==> src/rtl/spi_control_rx_pkg.sv <==
// Shared types and defaults for the SPI receive controller.
package spi_control_rx_pkg;
  localparam int DATA_WIDTH_DEF  = 32;
  localparam int SPI_SYNC_STAGES = 2;

  typedef enum logic [1:0] {
    ST_IDLE  = 2'd0,
    ST_SHIFT = 2'd1,
    ST_PUSH  = 2'd2
  } rx_state_e;
endpackage

==> src/rtl/spi_rx_sync.sv <==
// Single-bit multi-flop synchroniser with a configurable reset value.
module spi_rx_sync #(
  parameter int   STAGES  = 2,
  parameter logic RST_VAL = 1'b0
) (
  input  logic gclk,
  input  logic grst_n,
  input  logic d,
  output logic q
);
  logic [STAGES-1:0] sync_q, sync_d;

  always_comb sync_d = {sync_q[STAGES-2:0], d};

  always_ff @(posedge gclk or negedge grst_n) begin
    if (!grst_n) sync_q <= {STAGES{RST_VAL}};
    else         sync_q <= sync_d;
  end

  assign q = sync_q[STAGES-1];
endmodule

==> src/rtl/spi_control_rx.sv <==
// SPI receive controller: deserialises LSB-first words from SCLK/SS/MOSI into the RX FIFO.
// Optional SPI_RX_FRAME_ERR_EN adds a sticky frame_err flag for frames aborted mid-word.
module spi_control_rx
  import spi_control_rx_pkg::*;
#(
  parameter int DATA_WIDTH  = DATA_WIDTH_DEF,
  parameter int SYNC_STAGES = SPI_SYNC_STAGES
) (
  input  logic                  CLK,
  input  logic                  RST_N,
  input  logic                  SCLK,
  input  logic                  SS,
  input  logic                  MOSI,
  input  logic                  enable,
  input  logic                  fifo_rx_full,
  output logic                  fifo_rx_write,
  output logic [DATA_WIDTH-1:0] fifo_rx_data_in,
  output logic                  busy,
  output logic                  overflow,
`ifdef SPI_RX_FRAME_ERR_EN
  output logic                  frame_err,
`endif
  input  logic                  clear_ovf
);
  localparam int CW = $clog2(DATA_WIDTH);
  localparam logic [CW-1:0] LAST = CW'(DATA_WIDTH - 1);

  logic sclk_s, ss_s, mosi_s;
  logic sclk_s_d_q;
  logic sclk_rise;

  rx_state_e             state_q, state_d;
  logic [CW-1:0]         bit_cntr_q, bit_cntr_d;
  logic [DATA_WIDTH-1:0] shift_reg_q, shift_reg_d;
  logic                  wr_q, wr_d;
  logic [DATA_WIDTH-1:0] data_q, data_d;
  logic                  overflow_q, overflow_d;
`ifdef SPI_RX_FRAME_ERR_EN
  logic                  frame_err_q, frame_err_d;
`endif

  // Idle-high lines reset to 1 so no spurious edge appears out of reset.
  spi_rx_sync #(.STAGES(SYNC_STAGES), .RST_VAL(1'b1)) u_sync_sclk (.gclk(CLK), .grst_n(RST_N), .d(SCLK), .q(sclk_s));
  spi_rx_sync #(.STAGES(SYNC_STAGES), .RST_VAL(1'b1)) u_sync_ss   (.gclk(CLK), .grst_n(RST_N), .d(SS),   .q(ss_s));
  spi_rx_sync #(.STAGES(SYNC_STAGES), .RST_VAL(1'b0)) u_sync_mosi (.gclk(CLK), .grst_n(RST_N), .d(MOSI), .q(mosi_s));

  assign sclk_rise = sclk_s & ~sclk_s_d_q;

  always_comb begin
    state_d     = state_q;
    bit_cntr_d  = bit_cntr_q;
    shift_reg_d = shift_reg_q;
    wr_d        = 1'b0;
    data_d      = data_q;
    overflow_d  = overflow_q & ~clear_ovf;
`ifdef SPI_RX_FRAME_ERR_EN
    frame_err_d = frame_err_q & ~clear_ovf;
`endif
    case (state_q)
      ST_IDLE: begin
        if (enable && !ss_s) begin
          state_d    = ST_SHIFT;
          bit_cntr_d = '0;
        end
      end
      ST_SHIFT: begin
        if (ss_s || !enable) begin
          state_d = ST_IDLE;
`ifdef SPI_RX_FRAME_ERR_EN
          if (ss_s && bit_cntr_q != '0) frame_err_d = 1'b1;
`endif
        end else if (sclk_rise) begin
          shift_reg_d[bit_cntr_q] = mosi_s;
          if (bit_cntr_q == LAST) begin
            bit_cntr_d = '0;
            state_d    = ST_PUSH;
          end else begin
            bit_cntr_d = bit_cntr_q + CW'(1);
          end
        end
      end
      ST_PUSH: begin
        if (!fifo_rx_full) begin
          wr_d   = 1'b1;
          data_d = shift_reg_q;
        end else begin
          overflow_d = 1'b1;
        end
        bit_cntr_d = '0;
        state_d    = (!ss_s && enable) ? ST_SHIFT : ST_IDLE;
      end
      default: state_d = ST_IDLE;
    endcase
  end

  always_ff @(posedge CLK or negedge RST_N) begin
    if (!RST_N) begin
      state_q     <= ST_IDLE;
      bit_cntr_q  <= '0;
      shift_reg_q <= '0;
      wr_q        <= 1'b0;
      data_q      <= '0;
      overflow_q  <= 1'b0;
      sclk_s_d_q  <= 1'b1;
`ifdef SPI_RX_FRAME_ERR_EN
      frame_err_q <= 1'b0;
`endif
    end else begin
      state_q     <= state_d;
      bit_cntr_q  <= bit_cntr_d;
      shift_reg_q <= shift_reg_d;
      wr_q        <= wr_d;
      data_q      <= data_d;
      overflow_q  <= overflow_d;
      sclk_s_d_q  <= sclk_s;
`ifdef SPI_RX_FRAME_ERR_EN
      frame_err_q <= frame_err_d;
`endif
    end
  end

  assign fifo_rx_write   = wr_q;
  assign fifo_rx_data_in = data_q;
  assign busy            = (state_q != ST_IDLE);
  assign overflow        = overflow_q;
`ifdef SPI_RX_FRAME_ERR_EN
  assign frame_err       = frame_err_q;
`endif
endmodule
==> config.mk <==
export PLATFORM = sky130hd
export DESIGN_NAME = spi_control_rx
export DESIGN_NICKNAME = d
export VERILOG_FILES = /design/src/rtl/spi_control_rx_pkg.sv /design/src/rtl/spi_rx_sync.sv /design/src/rtl/spi_control_rx.sv
export SDC_FILE = /design/constraint.sdc
export NUM_CORES = 1
export LEC_CHECK = 0
export BUFFER_PORTS_ARGS = -buffer_cell sky130_fd_sc_hd__buf_2
export CORE_ASPECT_RATIO = 0.8
export CORE_UTILIZATION = 51
export DETAILED_ROUTE_END_ITERATION = 10
export PLACE_DENSITY = 0.74
export SLEW_MARGIN = 20
export SYNTH_ARGS = -nofsm -noshare
export SYNTH_HDL_FRONTEND = slang
export SYNTH_SLANG_ARGS = --single-unit
==> constraint.sdc <==
create_clock -name CLK -period 1.9 [get_ports CLK]
set_input_delay 0.38 -clock CLK [delete_from_list [all_inputs] [get_ports CLK]]
set_output_delay 0.38 -clock CLK [all_outputs]
set_load 0.05 [all_outputs]
# After elaboration in Yosys (flattened, before gate mapping)
# Cells that the tools add are included.
# classes
bitwise	6
order_cmp	2
mul	0
muxes	18
add_sub_neg	1
div_mod_pow	0
n_reduce_logical	12
n_eq_ne	8
shifts	0
# ops
operator	count
$bwmux 32	1
$mux 5	4
$pmux 5 s3	1
$mux 2	4
$lt 5x6->1 const B	1
$mux 1	6
$ne 2x2->1 const B	3
$ne 3x3->1 const B	2
$pmux 2 s3	1
$reduce_and 3->1	2
$add 5x1->5 const B	1
$demux 1 s5	1
$eq 5x5->1 const B	1
$ge 5x1->1 const B	1
$not 1->1	4
$reduce_and 4->1	1
$reduce_bool 3->1	1
$and 1x1->1	2
$eq 2x1->1 const B	1
$eq 2x2->1 const B	1
$logic_and 1x1->1	2
$logic_not 1->1	2
$logic_not 2->1	1
$reduce_and 2->1	1
other kinds (2)	2
# word_totals
inputBits	8
mem_count	0
output_inout_bits	35
latchBits	0
reg_bits	80
ram_bits	0
rom_bits	0

# Longest topological paths before layout
# depth
word_depth	5
ltp_mapped	6

# By module
# From an unflattened synthesis, not the netlist that was laid out.
# unflattened
cells_unflattened	240
area_unflattened_um2	3343.2
# modules_own_cells
mod	cells_per_inst	n_inst	area_each_um2
spi_control_rx	234	1	3188.1
spi_rx_sync at u_sync_sclk ...	2	2	52.6
spi_rx_sync at u_sync_mosi	2	1	50.0

# Worst setup path before layout
# Ideal clock, no wire load.
# synth_path
path_kind	register to register
startpoint	register bit_cntr_q[0]
endpoint	register bit_cntr_q[3]
setup_time_ns	0.080
synth_period_minus_slack_ns	2.003
arrival_ns	1.923
slack_ns	-0.103
stages_incl_launch_ff	7
path_buffers	0
cell_sequence	dfrtp_1 -> ha_1 -> and3_1 -> ha_1 -> or3b_4 -> or4_1 -> o211ai_2
# synth_between
elab_chain_len	5
# synth_rtl
item	line_no	rtl
start, declared	spi_control_rx.sv:33	logic [CW-1:0] bit_cntr_q, bit_cntr_d;
start signal, assigned	spi_control_rx.sv:110	bit_cntr_q <= bit_cntr_d;
$add 5x1->5 / $eq 5x5->1 (equally long branches)	spi_control_rx.sv:78, spi_control_rx.sv:74	
$mux 5 *	spi_control_rx.sv:74	if (bit_cntr_q == LAST) begin
$mux 5 *	spi_control_rx.sv:72	end else if (sclk_rise) begin
$mux 5 *	spi_control_rx.sv:67	if (ss_s || !enable) begin
$pmux 5 s3 *	spi_control_rx.sv:59	case (state_q)
# Mark *: on every way between the ends. The rest lies on a longest branch, timed or not. The select of a mux whose other input is x is not followed.
# A chain may end at the register's enable or synchronous reset.

# Worst setup path in the final report
# layout_path
startpoint	register bit_cntr_q[0]
endpoint	register bit_cntr_q[2]
# The elaborated chain is that of the path after synthesis.

==> impl_metrics.json <==
{
  "outcome": "finished, violations left",
  "violations": "negative setup slack",
  "portBuffers": 42,
  "cp-start-kind": "flip-flop",
  "die_area_um2": 6930,
  "drive_gt1_share_pct": 53.1,
  "initial_utilization_pct": 52.8,
  "max_slew.worst_pin.slew_ns": 0.532,
  "die_h_um": 74.6,
  "num-fill-cells": 500,
  "relSlewSlack_pct": 64.6,
  "grt_usage_pct": 19.6,
  "hold_violations": 0,
  "crit_type": "reg2reg",
  "maxSlewViolCount": 0,
  "synth_area_leaders": "dfrtp_1 (56%), mux2_2 (21%), nor3_1 (4.8%), dfstp_2 (3.9%), ha_1 (1.9%)",
  "drt_iter0_markers": 126,
  "antenna_found_initial": 0,
  "ys_seq_elements": 80,
  "cts_tree": "yes",
  "vias": 2061,
  "htree_levels": 3,
  "powerDensity_nw_per_um2": 802,
  "grt_max_degree": 42,
  "ys_types": 34,
  "fmax_mhz": 506,
  "ys_warn_count": 0,
  "yosysSeqAreaShare_pct": 59.7,
  "ant_nets": 0,
  "fp.coreArea_um2": 6380,
  "endpoint_kind": "flip-flop",
  "fin_crit_sh_pct": 104,
  "critical_path.max_fanout": 5,
  "crit_arrival_ns": 2.23,
  "routed_wirelength_um": 6080,
  "total_power_mw": 3.25,
  "grt_pass1_wl_um": 10200,
  "wl_per_cell_um": 15.5,
  "cts_buffers": 9,
  "placementRows": 26,
  "io_pins": 43,
  "dpl.hpwl_um": 4080,
  "die_x_um": 92.8,
  "syn_area_um2": 3360,
  "maxCapViolCount": 0,
  "gp_congestion": 0.827,
  "fin_hold_ws_ns": 0.00932,
  "hp-class": "in2async",
  "syn_to_final_growth_pct": 20.6,
  "cp.required_ns": 2.15,
  "final_util_pct": 63.6,
  "root_buffer": "clkbuf_8",
  "post-route-min-period_ns": 1.98,
  "worst_slack_ns": -0.0774,
  "synthCells": 242,
  "grt-ovfl-total": 0,
  "clock_path_buffers": 2,
  "rsz0062_at_grt": "true",
  "syn_area_per_cell_um2": 13.9,
  "nets": 317,
  "yosysTopAreaCell": "dfrtp_1",
  "r2r-start": "bit_cntr_q[0]",
  "viasPerCell": 5.24,
  "fin_skew_ns": 0.0130,
  "dr.pass1.iters": 4,
  "layout_common_cells": "dfrtp_1 (75), mux2_2 (63), buf_2 (41), nor3_1 (30), buf_4 (21)",
  "setup_viol": 1,
  "clock_latency_ns": 0.34,
  "first_global_vias": 2081,
  "clock_sinks": 80,
  "synth_nets": 255,
  "p_leak_nw": 2.02,
  "crit_start": "bit_cntr_q[0]",
  "final_common_cell": "dfrtp_1",
  "cts.clk_slew.worst_paths_ns": 0.08,
  "drc": 0,
  "cts_hold_buffers": 0,
  "synth_top_area_share_pct": 55.8,
  "max-vdd-ir-drop_mv": 0.443,
  "num_antenna_cells": 0
}
[routing by layer]
| layer | GRT usage, % | part of all wire [%] |
|---|---|---|
| met1 | 25.7 | 47 |
| met2 | 32.8 | 49 |
| met3 | 5.45 | 3.5 |
| met4 | 5.13 | 0.85 |
| met5 | 0 | 0 |
[critical path: stages (launching register included)]
cell,delay [ns]
dfrtp_1,0.40
ha_2,0.18
and3_4,0.15
ha_4,0.15
or3b_4,0.40
or4b_4,0.51
o221ai_2,0.09
[kinds of logic (layout without fill, tap and decap cells)]
logic type	after synthesis	count (layout)	synth area share [%]
flip-flops	80	80	59.7
multiplexers	66	66	22.0
AND/OR/NAND/NOR	65	65	12.1
buffers and inverters	20	87	2.83
AO/OA/AOI/OAI	6	6	1.52
adder cells (fa/ha/maj)	5	5	1.86
[final cells by class]
| cell class | instances | area, um^2 | area share, % |
|---|---|---|---|
| Clock buffer | 11 | 151 | 3.73 |
| Timing Repair Buffer | 65 | 423 | 10.4 |
| Multi-Input combinational cell | 142 | 1310 | 32.2 |
| Clock inverter | 5 | 38.8 | 0.956 |
| Sequential cell | 80 | 2010 | 49.5 |
| Inverter | 6 | 22.5 | 0.555 |
| Tap cell | 84 | 105 | 2.59 |
[worst paths after layout]
kind,end,slack [ns],cells after the start
worst max-delay path,bit_cntr_q[2],-0.08,6
worst min-delay path,state_q[1],0.009,1
worst max register to register,bit_cntr_q[2],-0.08,6
worst min register to register,u_sync_mosi.sync_q[1],0.35,0
max in group asynchronous,fifo_rx_data_in[5],1.34,2
min in group CLK,u_sync_sclk.sync_q[0],0.13,1
[through the flow]
stage	instances	TNS [ns]	setup slack (ns)	instance area, um^2
floorplan	242	-0.00671	-0.00671	3370
detailed placement	374	-0.0944	-0.0786	3800
CTS	392	-0.0287	-0.0287	4030
finish	393	-0.0774	-0.0774	4060
global route	393	-0.177	-0.108	4060
global placement	374	0	0.0178	3800
[power breakdown]
group          total [mW]  internal [mW]  switching [mW]  leakage, nW
registers            1.78           1.75          0.0280         1.09
logic               0.299          0.118           0.182        0.832
clock network        1.18          0.556           0.622       0.0963
[flip-flops by register name, indices dropped and copies added (netlist names)]
| name | flops |
|---|---|
| state_q | 2 |
| shift_reg_q | 32 |
| overflow | 1 |
| sclk_s_d_q | 1 |
| u_sync_mosi.sync_q | 2 |
| u_sync_ss.sync_q | 2 |
| fifo_rx_data_in | 32 |
| fifo_rx_write | 1 |
| u_sync_sclk.sync_q | 2 |
| bit_cntr_q | 5 |
[synth_stat cells]
cell type / number
dfrtp_1: 75
mux2_2: 63
nor3_1: 32
nand3b_1: 8
buf_2: 6
inv_1: 6
dfstp_2: 5
ha_1: 5
clkbuf_1: 4
buf_4: 3
nand2_1: 3
o21ai_0: 3
or3b_1: 3
mux2i_1: 2
nand3_1: 2
nor2b_1: 2
or3_1: 2
or3b_2: 2
a2bb2oi_2: 1
and2_1: 1
and3_1: 1
and3b_1: 1
clkbuf_2: 1
mux2_1: 1
nand2b_1: 1
nand4bb_1: 1
nor2_1: 1
nor3b_4: 1
o211ai_2: 1
o221ai_1: 1
or2_2: 1
or3b_4: 1
or4_1: 1
or4b_1: 1
[what timing repair did]
item,in CTS,in global routing
resized for setup,4,4
pin swaps,1,0
buffers inserted,2,1
setup endpoints to repair,2,4
Note: power is estimated with default switching activity, not from simulation.
